## src/rtl/booth_mult_seq.sv

```systemverilog
// Sequential radix-2 Booth multiplier, signed or unsigned operands.
// One Booth step per clock on (WIDTH+1)-bit operands, result after WIDTH+1 steps.
module booth_mult_seq #(
   parameter int WIDTH = 16
) (
   input  logic                 clk,
   input  logic                 rst,
   input  logic                 start,
   input  logic                 signed_mode,
   input  logic [WIDTH-1:0]     multiplicand,
   input  logic [WIDTH-1:0]     multiplier,
   output logic                 busy,
   output logic                 done,
   output logic [2*WIDTH-1:0]   product
);

   localparam int CW = $clog2(WIDTH + 2);

   typedef enum logic [1:0] {
      IDLE = 2'd0,
      CALC = 2'd1,
      DONE = 2'd2
   } state_t;

   state_t            state;
   logic [WIDTH:0]    a;
   logic [WIDTH:0]    q;
   logic [WIDTH-1:0]  m;
   logic              q_m1;
   logic              mode;
   logic [CW-1:0]     cnt;

   logic [WIDTH:0]    m_ext;
   logic [WIDTH:0]    sum;
   logic [WIDTH:0]    a_nxt;
   logic [WIDTH:0]    q_nxt;

   // M is kept at operand width and extended here using the latched mode.
   always_comb begin
      m_ext = {mode & m[WIDTH-1], m};
      case ({q[0], q_m1})
         2'b01:   sum = a + m_ext;
         2'b10:   sum = a - m_ext;
         default: sum = a;
      endcase
      a_nxt = {sum[WIDTH], sum[WIDTH:1]};
      q_nxt = {sum[0], q[WIDTH:1]};
   end

   always_ff @(posedge clk or posedge rst) begin
      if (rst) begin
         state   <= IDLE;
         a       <= '0;
         q       <= '0;
         m       <= '0;
         q_m1    <= 1'b0;
         mode    <= 1'b0;
         cnt     <= '0;
         busy    <= 1'b0;
         done    <= 1'b0;
         product <= '0;
      end else begin
         case (state)
            IDLE: begin
               done <= 1'b0;
               if (start) begin
                  a     <= '0;
                  q     <= {signed_mode & multiplier[WIDTH-1], multiplier};
                  m     <= multiplicand;
                  q_m1  <= 1'b0;
                  mode  <= signed_mode;
                  cnt   <= CW'(WIDTH + 1);
                  busy  <= 1'b1;
                  state <= CALC;
               end
            end
            CALC: begin
               a    <= a_nxt;
               q    <= q_nxt;
               q_m1 <= q[0];
               cnt  <= cnt - CW'(1);
               if (cnt == CW'(1)) begin
                  // Low 2*WIDTH bits of the final {A,Q}.
                  product <= {a_nxt[WIDTH-2:0], q_nxt};
                  busy    <= 1'b0;
                  done    <= 1'b1;
                  state   <= DONE;
               end
            end
            DONE: begin
               done  <= 1'b0;
               state <= IDLE;
            end
            default: begin
               busy  <= 1'b0;
               done  <= 1'b0;
               state <= IDLE;
            end
         endcase
      end
   end

endmodule

```

## config.mk

```make
export PLATFORM = sky130hd
export DESIGN_NAME = booth_mult_seq
export DESIGN_NICKNAME = d
export VERILOG_FILES = /design/src/rtl/booth_mult_seq.sv
export SDC_FILE = /design/constraint.sdc
export NUM_CORES = 1
export LEC_CHECK = 0
export CORE_MARGIN = 1.5
export CORE_UTILIZATION = 55
export DETAILED_ROUTE_END_ITERATION = 8
export GPL_ROUTABILITY_DRIVEN = 0
export HOLD_SLACK_MARGIN = 0.03
export PLACE_DENSITY = 0.88
export SYNTH_ARGS = -nofsm -noshare
export SYNTH_HDL_FRONTEND = slang
export SYNTH_SLANG_ARGS = --single-unit
```

## constraint.sdc

```tcl
create_clock -name clk -period 3.5 [get_ports clk]
set_input_delay 0.875 -clock clk [delete_from_list [all_inputs] [get_ports clk]]
set_output_delay 0.875 -clock clk [all_outputs]
set_load 0.1 [all_outputs]
```

* Word-level counts from Yosys, hierarchy flattened
Cells that the tools add are included.
** Word-level totals
- Flip-flop bits (word level) :: 93
- Latch bits :: 0
- Word-level logic and storage cells :: 47
- Memories :: 0
- Output and inout port bits :: 34
- Memory bits (writable) :: 0
- Bits of input ports :: 36
- ROM bits :: 0
** Operators by class
- Shifts and indexed selects :: 0
- Equal/unequal tests :: 7
- Bitwise logic cells :: 3
- Muxes and demuxes :: 17
- Order comparisons :: 0
- Add/subtract/negate cells :: 3
- Divide/modulo/power cells :: 0
- Reductions and logical operators :: 7
- Multipliers :: 0
** Operators with widths (number)
- $pmux 17 s2 :: 3
- $mux 17 :: 2
- $add 17x17->17 :: 1
- $sub 17x17->17 :: 1
- $pmux 5 s2 :: 1
- $reduce_and 2->1 :: 4
- $eq 5x1->1 const B :: 1
- $mux 1 :: 5
- $mux 5 :: 1
- $sub 5x1->5 const B :: 1
- $eq 2x1->1 const B :: 2
- $eq 2x2->1 const B :: 2
- $mux 2 :: 2
- $ne 2x2->1 const B :: 2
- $pmux 2 s2 :: 1
- $pmux 1 s3 :: 1
- $reduce_and 3->1 :: 1
- $and 1x1->1 :: 2
- $logic_not 2->1 :: 1
- $pmux 1 s2 :: 1
- $reduce_bool 2->1 :: 1
- $not 1->1 :: 1

* Longest topological paths before layout
Gate-level depths: netlist of the first run.
- Depth after elaboration :: 4
- Depth in mapped cells :: 15
- Mapped depth without buffers :: 15

* Worst setup path before layout of the first run
No wires, ideal clock.
- Path kind :: register -> register
- Start point :: reg q_m1
- End point :: reg product[31]
- Path buffers :: 2
- Cell stages (with the launch flop) :: 16
- Data required time :: 3.374 ns
- Arrival time :: 3.097 ns
- Path slack :: 0.276 ns
- Path through :: dfrtp_1 -> inv_1 -> ha_1 -> clkbuf_1 -> clkbuf_1 -> a21oi_1 -> xnor2_1 -> ha_1 -> a21o_1 -> a31o_1 -> a41oi_2 -> o21ai_2 -> o41ai_4 -> nor3_1 -> nand3b_1 -> mux2_4
** On the way
- Cells in the longest elaborated chain, start to end :: 2
- Elaborated cells on any way between the ends :: 3
- Those cells by class :: eq/ne: 2; mux: 1
** Ends and longest elaborated chain
- start: declaration :: RTL line 29 : logic q_m1;
- start signal: assignment :: RTL line 80 : q_m1 <= q[0];
- $eq 2x2->1 or $eq 2x1->1 (tied branches) :: RTL line 41 : case ({q[0], q_m1})
- $pmux 17 s2 (*) :: RTL line 41
- end signal: assignment :: RTL line 84 : product <= {a_nxt[WIDTH-2:0], q_nxt};
- end: declaration :: RTL line 14 : output logic [2*WIDTH-1:0] product
Every way passes the cells marked *; elsewhere a longest branch is shown, timed or not.
A chain may end at the register's enable or synchronous reset.

* Final worst setup path of the first run
- Start point :: reg m[0]
- End point :: reg product[31]
** On the way
- Cells in the longest elaborated chain, start to end :: 2
- Elaborated cells on any way between the ends :: 3
- Those cells by class :: add/sub: 2; mux: 1
** Ends and longest elaborated chain
- start: declaration :: RTL line 28 : logic [WIDTH-1:0] m;
- start signal: assignment :: RTL line 69 : m <= multiplicand;
- $sub 17x17->17 or $add 17x17->17 (tied branches) :: RTL line 43, 42
- $pmux 17 s2 (*) :: RTL line 41
Marked as above.

==> results of run 1 <==
## per-layer routing
metal	track usage [%]	vias to the layer above
met5	0	-
met4	11.5	0
met3	4.03	25
met2	38.8	179
met1	34.1	1895
li1	-	1952
## cells by family after synthesis
logic type	count (synthesis)	synth area share, %
flops	92	48.0
mux	12	2.79
xor+xnor	26	4.75
buf+inv	42	3.39
fa+ha+maj	21	5.64
compound gates	131	17.8
simple gates	204	17.6
## area by class of cell
cell class | instances | area [um^2] | share of cell area (%)
Clock buffer | 9 | 124 | 2.16
Clock inverter | 7 | 62.6 | 1.09
Inverter | 17 | 65.1 | 1.14
Multi-Input combinational cell | 394 | 2340 | 40.9
Sequential cell | 92 | 2300 | 40.2
Tap cell | 105 | 131 | 2.29
Timing Repair Buffer | 80 | 701 | 12.2
## critical path, delay by kind of cell (launching register included)
| family | cells | cell delay, ns |
|---|---|---|
| compound gates | 6 | 1.36 |
| fa+ha+maj | 2 | 0.57 |
| simple gates | 2 | 0.25 |
| mux | 1 | 0.26 |
| buf+inv | 1 | 0.09 |
| flops | 1 | 0.44 |
| xor+xnor | 1 | 0.16 |
## cell usage in the layout, fill, tap and decap left out, drive strengths merged, types with 3 or more instances in the layout
master and n:
nand2 141, dfrtp 92, o21ai 56, buf 45, clkdlybuf4s50 35, nor2 27
a21oi 22, xnor2 20, ha 20, inv 20, a22oi 16, clkbuf 9
mux2 8, nand3 7, nor3 7, a22o 7, xor2 6, nor2b 5
a21o 5, nand2b 4, mux2i 4, clkinv 4, and3 3, o31ai 3
nor4 3, a41oi 3
## what timing repair did
action,in CTS,in global routing
gates resized for setup,0,3
hold buffers,0,0
setup endpoints to repair,0,3
## Yosys cell counts (2+ instances only)
library cell | count | area [um^2]
a211oi_1 | 2 | 15.0
xnor2_1 | 20 | 175
nor4_1 | 3 | 18.8
dfrtp_1 | 92 | 2300
a41oi_1 | 2 | 17.5
mux2i_1 | 4 | 40.0
xor2_1 | 6 | 52.6
mux2_2 | 7 | 78.8
a22oi_1 | 16 | 120
clkbuf_1 | 23 | 86.3
a21oi_1 | 22 | 110
nand2_1 | 141 | 529
a21o_1 | 4 | 30.0
o21bai_1 | 2 | 15.0
a32oi_1 | 2 | 17.5
nor4b_1 | 2 | 17.5
nor2b_1 | 5 | 31.3
a22o_1 | 6 | 52.6
and3_1 | 3 | 18.8
a31oi_1 | 2 | 12.5
ha_1 | 20 | 250
nor2_1 | 27 | 101
nor3_1 | 7 | 35.0
nand2b_1 | 4 | 25.0
o21ai_0 | 54 | 270
nand3_1 | 7 | 35.0
inv_1 | 16 | 60.1
o31ai_1 | 3 | 22.5
## through the flow
stage	hold slack, ns	instance area, um^2	setup WS (ns)	util (%)
4_1_cts	0.486	5720	0.0898	68.6
3_3_place_gp	0.461	5530	0.275	66.3
5_1_grt	0.511	5730	0.118	68.7
6_report	0.486	5730	0.262	68.7
2_1_floorplan	0.446	4790	0.233	-
3_5_place_dp	0.463	5530	0.115	66.3
## how the worst max path moves through the flow
| stage | slack [ns] | from | to | cells after the start |
|---|---|---|---|---|
| global route | 0.12 | m[7] | a[15] | 12 |
| detailed placement | 0.12 | q_m1 | a[13] | 10 |
| finish | 0.26 | m[0] | product[31] | 13 |
| global placement | 0.28 | q_m1 | product[30] | 10 |
| floorplan | 0.23 | rst | a[0] | 1 |
| CTS | 0.09 | q_m1 | a[13] | 10 |
## registers in the layout, indices dropped and copies added, names as in the netlist, 2 cells and up
signal	flops
product	32
a	16
state	2
q	17
m	16
cnt	5
==> results summary, run 1 <==
The detail-routed net length per standard cell is 15.4 um. The required time of the critical path came out at 3.76 ns. The number of cells on the worst reg-to-reg path is 13. From bottom edge to top edge, the die measures 96.4 um. The number of buffers created by CTS came out at 9. The register clock-pin slew on the reported worst setup and hold paths came out at 0.10 ns. The critical path's slowest cell is dfrtp_1. During synthesis, Yosys emitted a total of 0 warnings. The count of buffers added on input and output ports is 69.

Setup violations remaining at the end of the flow were counted as 0. After synthesis the netlist holds a flip-flop and latch count of 92. The met2 layer wire length in the routed design is 5030 um. STA classifies the critical path startpoint as a register. The final critical delay including setup and external delays came out at 3.24 ns. The worst register-to-register path ends at product[31]. The synthesized net count came out at 585. The overall via count from detail_route is 4051. Traced cell by cell, the critical path runs through inv_1 > ha_1 > a21oi_1 > xnor2_1 > ha_1 > a21o_1 > a31o_1 > a41oi_2 > o21ai_2 > o41ai_4 > nor3_1 > nand3b_1 > mux2_4.

The worst endpoint data arrival time came out at 3.49 ns. The overall die width came out at 96.4 um. The region available for standard cell placement spans 0.00834 mm^2. The worst register-to-register path has a setup slack of 0.26 ns. The detailed router finished its first iteration with 261 violations.

Across the run, the number of max-cap violations was 0. Summed over all layers, the global routing overflow is 0. The path class of the tightest hold or removal check is reg -> reg. Along the worst hold path, the cell count comes to 2. The worst path uses 92.5% of the clock period. The post-synthesis area per instance came out at 9.08 um^2. By instance count, the cell type seen most on the critical path is ha_1. The initial cell density of the core came out at 57.5%. Setup repair after global routing left no endpoint under its margin. The net total in the final layout came out at 651. Entering global routing, the biggest net connects 60 pins. The startpoint of the lowest-slack hold path is product[10]. The post-placement cell count came out at 688. The post-route met1 wirelength is 4820 um. The clock passes through at most 2 buffers.

At the later pin of the worst-skew pair, clock insertion delay measures 0.37 ns. For the pin with the worst max-slew slack, the measured transition is 0.738 ns. TritonCTS built the clock tree. The element type at the critical path end is a register. In this run the tightest slew margin relative to its limit is 50.1%. The final layout contains routed wiring with a total length of 10900 um. Post-CTS timing repair inserted 0 buffers for setup. The upper clock frequency limit came out at 0.309 GHz. The floorplan step defined a die boundary enclosing 0.00928 mm^2. The combined global-route utilization of all metal layers came out at 24.9%. The count of final max-slew check failures came out at 0.

The proportion of layout cells with a drive suffix above 1 came out at 13.4%. The flow ran to the end, and the final reports show no timing, DRC or antenna violations. The detailed route wirelength on metal3 came out at 710 um. The startpoint identified for the worst register-to-register timing path is m[0].

The highest metal layer with signal wires is met4. The area overhead of the layout relative to synthesis came out at 19.5%. The number of antenna violations at the first check in global routing is 0.

The clock net sink count is 92. The ratio of routed vias to standard cells is 5.75. Before antenna repair, the detailed router went through 5 iterations.

The sequential cell area fraction in the yosys report is 48.0%. Yosys mapped a number of flops with a built-in enable equal to 0. The non-filler instance count after layout came out at 704. For this run, asynchronously set or reset flops after synthesis account for 100%. The final hold violation count is 0. The most used flip-flop cell after synthesis is dfrtp_1. The final total negative setup slack came out at 0 ns. The worst hold path terminates at product[10]. For this run, the slowest stage of the critical path takes 0.44 ns. The number of remaining DRC errors is 0. The critical path is of the reg -> reg type. The half-perimeter wire length of the detailed placement result is 7880 um.

Along the worst path, the maximum fanout reaches 5. The filler cells instantiated in the layout total 647. The cell area that synthesis handed to floorplanning was 0.00479 mm^2.

In this run the clock root is driven by a clkbuf_8. Row generation in the floorplan step produced 33 rows. Across the routed clock network, the largest skew measured is 0.0155 ns. The unique cell type count in the Yosys netlist came out at 54.

In this run the remaining antenna-violating nets after routing total 0. The via count of the first global-routing pass came out at 3817. The repair_antennas step left the layout with diodes totalling 0. CTS built an H-tree with a depth of 3. In this run the count of I/O pins placed on the die edge is 70. The count of mapped cells out of synthesis is 528.

The global-route wire length before repair is 17600 um.
Power of run 1 is left out: the tool's default activity adds up to more than one toggle a clock period on the data nets, which glitch-free logic cannot reach.
==> run 2: changes to the inputs <==
--- a/config.mk
+++ b/config.mk
@@ -11,6 +11,7 @@
 export GPL_ROUTABILITY_DRIVEN = 0
 export HOLD_SLACK_MARGIN = 0.03
 export PLACE_DENSITY = 0.88
+export SLEW_MARGIN = 20
 export SYNTH_ARGS = -nofsm -noshare
 export SYNTH_HDL_FRONTEND = slang
 export SYNTH_SLANG_ARGS = --single-unit
==> results of run 2 <==
Final layout, timing and power as in run 1 (identical DEF).
Power of run 2 is left out for the same reason.
